==> config.mk <==
export PLATFORM = sky130hd
export DESIGN_NAME = load_store_unit
export DESIGN_NICKNAME = d
export VERILOG_FILES = /design/src/rtl/load_store_unit.sv
export SDC_FILE = /design/constraint.sdc
export NUM_CORES = 1
export LEC_CHECK = 0
export CORE_AREA = 2 2 112 114
export CTS_CLUSTER_SIZE = 20
export DETAILED_ROUTE_END_ITERATION = 7
export DIE_AREA = 0 0 114 116
export GPL_ROUTABILITY_DRIVEN = 0
export GPL_TIMING_DRIVEN = 1
export PLACE_DENSITY_LB_ADDON = 0.1
export SETUP_SLACK_MARGIN = 0.3
export SLEW_MARGIN = 20
export SYNTH_ARGS = -nofsm -noshare
export SYNTH_HDL_FRONTEND = slang
export SYNTH_SLANG_ARGS = --single-unit
==> constraint.sdc <==
create_clock -name clk -period 1.9 [get_ports clk]
set_input_delay 0.19 -clock clk [delete_from_list [all_inputs] [get_ports clk]]
set_output_delay 0.19 -clock clk [all_outputs]
set_load 0.01 [all_outputs]
==> src/rtl/load_store_unit.sv <==
// RV32I load/store unit: one bus transaction at a time (store 3 cycles, load 4+), stalls on mem_req_ready/mem_rvalid.
// Optional LSU_MISALIGN_TRAP_EN: misaligned half/word accesses fault without a bus request.
module load_store_unit (
  input  logic        clk,
  input  logic        reset,
  input  logic        req_valid,
  output logic        req_ready,
  input  logic        is_store,
  input  logic [2:0]  funct3,
  input  logic [31:0] addr,
  input  logic [31:0] store_data,
  input  logic [4:0]  rd_in,
  output logic        resp_valid,
  output logic [31:0] load_data,
  output logic [4:0]  rd_out,
  output logic        misaligned,
  output logic        busy,
  output logic        mem_req_valid,
  input  logic        mem_req_ready,
  output logic        mem_we,
  output logic [31:0] mem_addr,
  output logic [31:0] mem_wdata,
  output logic [3:0]  mem_wstrb,
  input  logic        mem_rvalid,
  input  logic [31:0] mem_rdata
);

  typedef enum logic [1:0] {IDLE, REQ, WAIT, RESP} state_t;

  state_t      state, state_nxt;
  logic        st_q;
  logic [2:0]  f3_q;
  logic [31:0] addr_q;
  logic [31:0] sdata_q;
  logic        trap;
  logic        size_word, size_half;
  logic [1:0]  lane;
  logic [15:0] half_sel;
  logic [7:0]  byte_sel;
  logic [31:0] load_ext;
  logic [3:0]  strb;
  logic        accept;

  assign accept = (state == IDLE) && req_valid;

`ifdef LSU_MISALIGN_TRAP_EN
  logic mis_q;
  assign trap = funct3[1] ? (addr[1:0] != 2'b00) : (funct3[0] & addr[0]);

  always_ff @(posedge clk) begin
    if (reset)       mis_q <= 1'b0;
    else if (accept) mis_q <= trap;
  end
  assign misaligned = mis_q;
`else
  assign trap       = 1'b0;
  assign misaligned = 1'b0;
`endif

  always_ff @(posedge clk) begin
    if (reset) state <= IDLE;
    else       state <= state_nxt;
  end

  always_comb begin
    state_nxt = state;
    case (state)
      IDLE:    if (req_valid) state_nxt = trap ? RESP : REQ;
      REQ:     if (mem_req_ready) state_nxt = st_q ? RESP : WAIT;
      WAIT:    if (mem_rvalid) state_nxt = RESP;
      RESP:    state_nxt = IDLE;
      default: state_nxt = IDLE;
    endcase
  end

  // funct3[1] set covers LW/SW and the unused codes 3,6,7; low address bits below the access size are dropped.
  assign size_word = f3_q[1];
  assign size_half = ~f3_q[1] & f3_q[0];
  assign lane      = size_word ? 2'b00 : (size_half ? {addr_q[1], 1'b0} : addr_q[1:0]);

  assign half_sel = lane[1] ? mem_rdata[31:16] : mem_rdata[15:0];
  assign byte_sel = lane[0] ? half_sel[15:8] : half_sel[7:0];

  always_comb begin
    if (size_word)
      load_ext = mem_rdata;
    else if (size_half)
      load_ext = {{16{~f3_q[2] & half_sel[15]}}, half_sel};
    else
      load_ext = {{24{~f3_q[2] & byte_sel[7]}}, byte_sel};
  end

  always_comb begin
    if (size_word) begin
      strb      = 4'b1111;
      mem_wdata = sdata_q;
    end else if (size_half) begin
      strb      = lane[1] ? 4'b1100 : 4'b0011;
      mem_wdata = {2{sdata_q[15:0]}};
    end else begin
      strb      = 4'b0001 << lane;
      mem_wdata = {4{sdata_q[7:0]}};
    end
  end

  always_ff @(posedge clk) begin
    if (reset) begin
      st_q      <= 1'b0;
      f3_q      <= 3'd0;
      addr_q    <= 32'd0;
      sdata_q   <= 32'd0;
      rd_out    <= 5'd0;
      load_data <= 32'd0;
    end else if (accept) begin
      st_q      <= is_store;
      f3_q      <= funct3;
      addr_q    <= addr;
      sdata_q   <= store_data;
      rd_out    <= rd_in;
      load_data <= 32'd0;
    end else if ((state == WAIT) && mem_rvalid) begin
      load_data <= load_ext;
    end
  end

  assign req_ready     = (state == IDLE);
  assign busy          = (state != IDLE);
  assign resp_valid    = (state == RESP);
  assign mem_req_valid = (state == REQ);
  assign mem_we        = mem_req_valid & st_q;
  assign mem_wstrb     = mem_we ? strb : 4'b0000;
  assign mem_addr      = {addr_q[31:2], 2'b00};

endmodule

# Word-level counts from Yosys, hierarchy flattened
# Cells that the tools add are included.
[totals]
ff_bits = 107
in_bits = 110
out_inout_bits = 111
wordCells = 43
[op_classes]
n_eq_ne = 6
shifts = 1
muxes = 17
bitwise = 6
reduce_logical = 6
[ops]
columns = ["operator", "n"]
rows = [
  ["two-way mux 32 bit", 4],
  ["two-way mux 16 bit", 1],
  ["two-way mux 4 bit", 4],
  ["two-way mux 2 bit", 4],
  ["two-way mux 8 bit", 1],
  ["one-hot mux 2 bit (4 select lines)", 1],
  ["bitwise AND 1 bit", 4],
  ["== test 2 bit (second input constant)", 2],
  ["!= test 2 bit (second input constant)", 2],
  ["left shift 1 x 2 -> 4 bit (first input constant)", 1],
  ["AND reduction 3 bit", 1],
  ["== test 2 x 1 -> 1 bit (second input constant)", 1],
  ["logical AND 1 bit", 2],
  ["logical NOT 2 bit", 1],
  ["two-way mux 1 bit", 2],
  ["!= test 2 x 1 -> 1 bit (second input constant)", 1],
  ["NOT 1 bit", 2],
  ["nonzero test 2 bit", 1],
  ["OR reduction 2 bit", 1],
]

# Longest topological paths before layout
[depth]
depth_word = 9
depth_mapped = 7
depth_no_buf = 6

# Worst setup path after synthesis
# OpenSTA, ideal clock, no wires.
[synth_path]
kind = "register to register"
from = "register state[0]"
to = "register addr_q[28]"
setup_ns = 0.070
arrival_time_ns = 1.577
required_time_ns = 1.830
setup_slack_ns = 0.252
path_stages_with_launch = 8
path_buffers = 2
synth_period_minus_slack_ns = 1.648
path_cell_list = "dfxtp_1 -> inv_1 -> ha_1 -> and2_1 -> clkbuf_1 -> clkbuf_1 -> nand2_1 -> a21oi_1"
[synth_between]
elab_chain_cells = 2
[synth_rtl]
columns = ["element", "line_no", "text"]
rows = [
  ["start: declaration", "30", "state_t state, state_nxt;"],
  ["start signal: assignment", "62", "else state <= state_nxt;"],
  ["logical NOT 2 bit", "n/a", ""],
  ["via req_ready", "7", "output logic req_ready,"],
  ["logical AND 1 bit", "44", "assign accept = (state == IDLE) && req_valid;"],
  ["end signal: assignment", "117", "addr_q <= addr;"],
  ["end: declaration", "33", "logic [31:0] addr_q;"],
]
# The timed path passes the listed nets, and every way through them passes these cells.
# A chain may end at the register's enable or synchronous reset.

# Final worst setup path
[layout_path]
from = "register f3_q[0]"
to = "output mem_wdata[8]"
[layout_between]
elab_chain_cells = 3
[layout_rtl]
columns = ["element", "line_no", "text"]
rows = [
  ["start: declaration", "32", "logic [2:0] f3_q;"],
  ["start signal: assignment", "116", "f3_q <= funct3;"],
  ["bitwise AND 1 bit", "78", "assign size_half = ~f3_q[1] & f3_q[0];"],
  ["two-way mux 32 bit", "97", "end else if (size_half) begin"],
  ["two-way mux 32 bit", "94", "if (size_word) begin"],
  ["end: declaration", "22", "output logic [31:0] mem_wdata,"],
]
# Every way passes these cells.

==> results.txt <==
Setup repair after global routing could not meet its margin everywhere. The share of synthesized flip-flops with an asynchronous set or reset is 0. The met3 wire length came out at 1360 um. The critical path endpoint category is an output pin. The clock reaches the later pin of the worst-skew pair after ~350 ps.

The violation count after the first detailed-routing iteration came out at 312. The worst-case IR drop observed on VDD is 510 uV. After clock tree synthesis, the clock-pin slew on the worst setup and hold paths is about 70 ps. The total number of yosys warnings came out at 0.

The share of total power dissipated in the clock network is 0.217. The number of pins exceeding their max-slew limit in the final report is 0. The largest fanout on the critical path came out at 5. The final antenna-violating net count is 0. The data arrival time of the critical path is 1540 ps. The number of antenna violations at the first check in global routing was 0. The max-cap violation count is 0. STA puts the critical path data required time at roughly 1700 ps. The library cells used most frequently in the layout, excluding fill and tap cells, are nand2_1, clkdlybuf4s50_1, a21oi_1.

Traced cell by cell, the critical path runs through nor2_4, buf_12, buf_16, mux2_4, buf_6. The sum of negative setup slack came out at 0 ps. After global routing the overflow that remains totals 0. In this run the cell area of the synthesized design comes to between 4000 and 5000 sq um. The net load switching power came out at 2.98 mW. The worst-case clock buffer depth came out at 2. The setup clock skew after layout is approximately 6.5 ps.

By area the synthesized netlist is led by dfxtp_1, nand2_1, a21oi_1. The worst setup path is launched from a flop. The tree is rooted in a clkbuf_16. The tightest min-delay check is of the in2reg type. The run finished with clean final reports. The number of flip-flops and latches in the synthesized netlist is 107. The power after layout came out at between 8 and 9 mW.

The number of remaining DRC errors is 0. The count of final setup violators came out at 0. The I/O pin total is roughly 220. The part of the power in registers is 0.339. TritonCTS built the clock tree. The area share of the largest cell type after synthesis is 0.434.

Of the total power, the share spent switching nets is 0.342. The length of the first detailed-routing pass in iterations is 5. The most used flip-flop cell after synthesis is dfxtp_1. The part of the power in combinational logic is 0.444.

The hold violation count in the final report came out at 0. The total track usage came out at 0.235. Timing would allow up to ~580 MHz. The wire length on met1 is approximately 7000 um. The number of H-tree levels is 3. Detailed placement finished with a half-perimeter wire length of between 10,000 and 15,000 um. The kind of cell adding the most delay to the critical path is flip-flops.

0 antenna diodes ended up in the layout. The share of post-route cells with drive strength above 1 is 0.176. The largest area contributor in the netlist is dfxtp_1. The post-detailed-route via-to-cell ratio came out at 5.19. The number of placed instances, taps included came out at a little over 900. The overall routed net length is 16,200 um. Buffers inserted to repair hold after CTS numbered 0. The core box area is between 10,000 and 15,000 sq um.

For this block, the via count after detailed routing is 5,004. In this run the static leakage power is a little over 3 nW. Counting flops with a built-in enable in the synthesized netlist gives 0. The die outline area came out at 13,200 sq um. The minimum period implied by the final worst setup slack is roughly 1700 ps. The share of synthesized area occupied by flip-flops and latches is 0.434. The global-route wire length before repair is between 20,000 and 25,000 um.

The maximum number of pins on one net before global-route repair came out at between 70 and 80. The count of port buffers added during placement is 217. The power density of the placed cells came out at 1110 nW/um^2. The via count of the first global-routing pass is between 4,000 and 5,000. The die height is roughly 120 um. By startpoint and endpoint, the worst setup path is classified as reg2out. The initial cell density of the core is 0.414.

The highest metal layer carrying signal wires in the routed design is met4. Synthesis produced ~630 cells. The maximum single-stage delay on the critical path came out at approximately 370 ps.

Detailed routing placed a total of 7670 um of wire on met2. Hold is met by roughly 360 ps. The area added between synthesis and finish is 58.7%. For this run, the post-layout net count is between 900 and 1,000. Synthesis instantiated 35 different standard cells from the library. The internal power of the cells totals roughly 5.7 mW. The slowest stage cell on the critical path is dfxtp_4.

The post-synthesis area per instance is just under 8 sq um. Leaving out fill and tap cells, the most frequent cell in the layout is nand2_1. Dividing the final minimum period by the clock period gives 0.912. The number of clock sinks seen by CTS came out at roughly 110. The total buffers and inverters traversed by the critical path is 3.

The number of buffers added by the clock tree synthesis step came out at 9. The floorplan step set the die width to 114 um. Once layout is complete, the cells apart from fillers number roughly 970. In the final routed layout, each cell accounts on average for 16.7 um.

The row count came out at 40.
[worst register-to-register path: stages, from the launching register on]
cell and delay (ps):
dfxtp_4 370, nor2_2 160, mux4_2 550, a21oi_4 190, buf_12 160, a21oi_1 80
[area by class of cell]
cell class | instances | area (sq um)
fill | 985 | 4090
inverter | 8 | 32.5
multi-input combinational | 435 | 2500
clock buffer | 13 | 260
timing repair buffer | 253 | 2650
tap | 147 | 184
sequential | 107 | 2160
clock inverter | 2 | 35.0
[final timing paths]
| check | startpoint | endpoint | slack, ps | cells past startpoint |
|---|---|---|---|---|
| max | f3_q[0] | mem_wdata[8] | 170 | 5 |
| min | reset | f3_q[2] | 360 | 3 |
| max reg2reg | f3_q[0] | load_data[30] | 270 | 5 |
| min reg2reg | addr_q[20] | addr_q[20] | 450 | 2 |
[metal layers]
metal,vias to the layer above,global-route usage
met5,-,0
met4,0,0.0821
met3,23,0.0533
met2,221,0.388
met1,2317,0.304
li1,2443,-
[through the flow]
stage	setup WS (ps)	area (sq um)	util
final	167	7820	0.657
after global routing	129	7820	0.657
after CTS	178	7610	0.639
after detailed placement	150	7040	0.591
after global placement	187	7040	0.591
after floorplan	252	4940	-
[power by group through the flow]
stage	clock (mW)	combinational (mW)	sequential, mW
6_report	1.89	3.87	2.95
5_1_grt	2.01	4.19	3.00
4_1_cts	1.92	3.65	2.92
3_5_place_dp	0	3.31	2.95
3_3_place_gp	0	3.25	2.93
2_1_floorplan	0	1.86	2.92
[synth_stat cells (7+ instances only)]
cell type	number
nand2_1	192
dfxtp_1	107
a21oi_1	99
buf_4	41
clkbuf_1	33
o21ai_0	31
mux2_2	16
a211oi_1	9
and3_1	9
mux2i_1	9
nor2b_1	9
inv_1	8
nand3_1	8
o31ai_1	8
a21o_1	7
a22oi_1	7
[cells by family (layout without fill, tap and decap cells)]
| family | count (synthesis) | after routing | synth area share |
|---|---|---|---|
| fa+ha+maj | 5 | 5 | 0.0127 |
| compound gates | 168 | 168 | 0.191 |
| buf+inv | 93 | 276 | 0.105 |
| mux | 27 | 27 | 0.0639 |
| other cells | 1 | 3 | 0.000760 |
| simple gates | 232 | 232 | 0.192 |
| flops | 107 | 107 | 0.434 |
[state kept, by name, summed over array words and instances, names as in the netlist]
register	cells
sdata_q	32
load_data	32
st_q	1
f3_q	3
state	2
rd_out	5
addr_q	32
[repair_timing]
action	4_1_cts	5_1_grt
resized for setup	189	47
cloned	4	3
endpoints found under the setup margin	116	101
pin swaps	4	7
setup buffers	7	1
(Power assumes the default switching activity.)
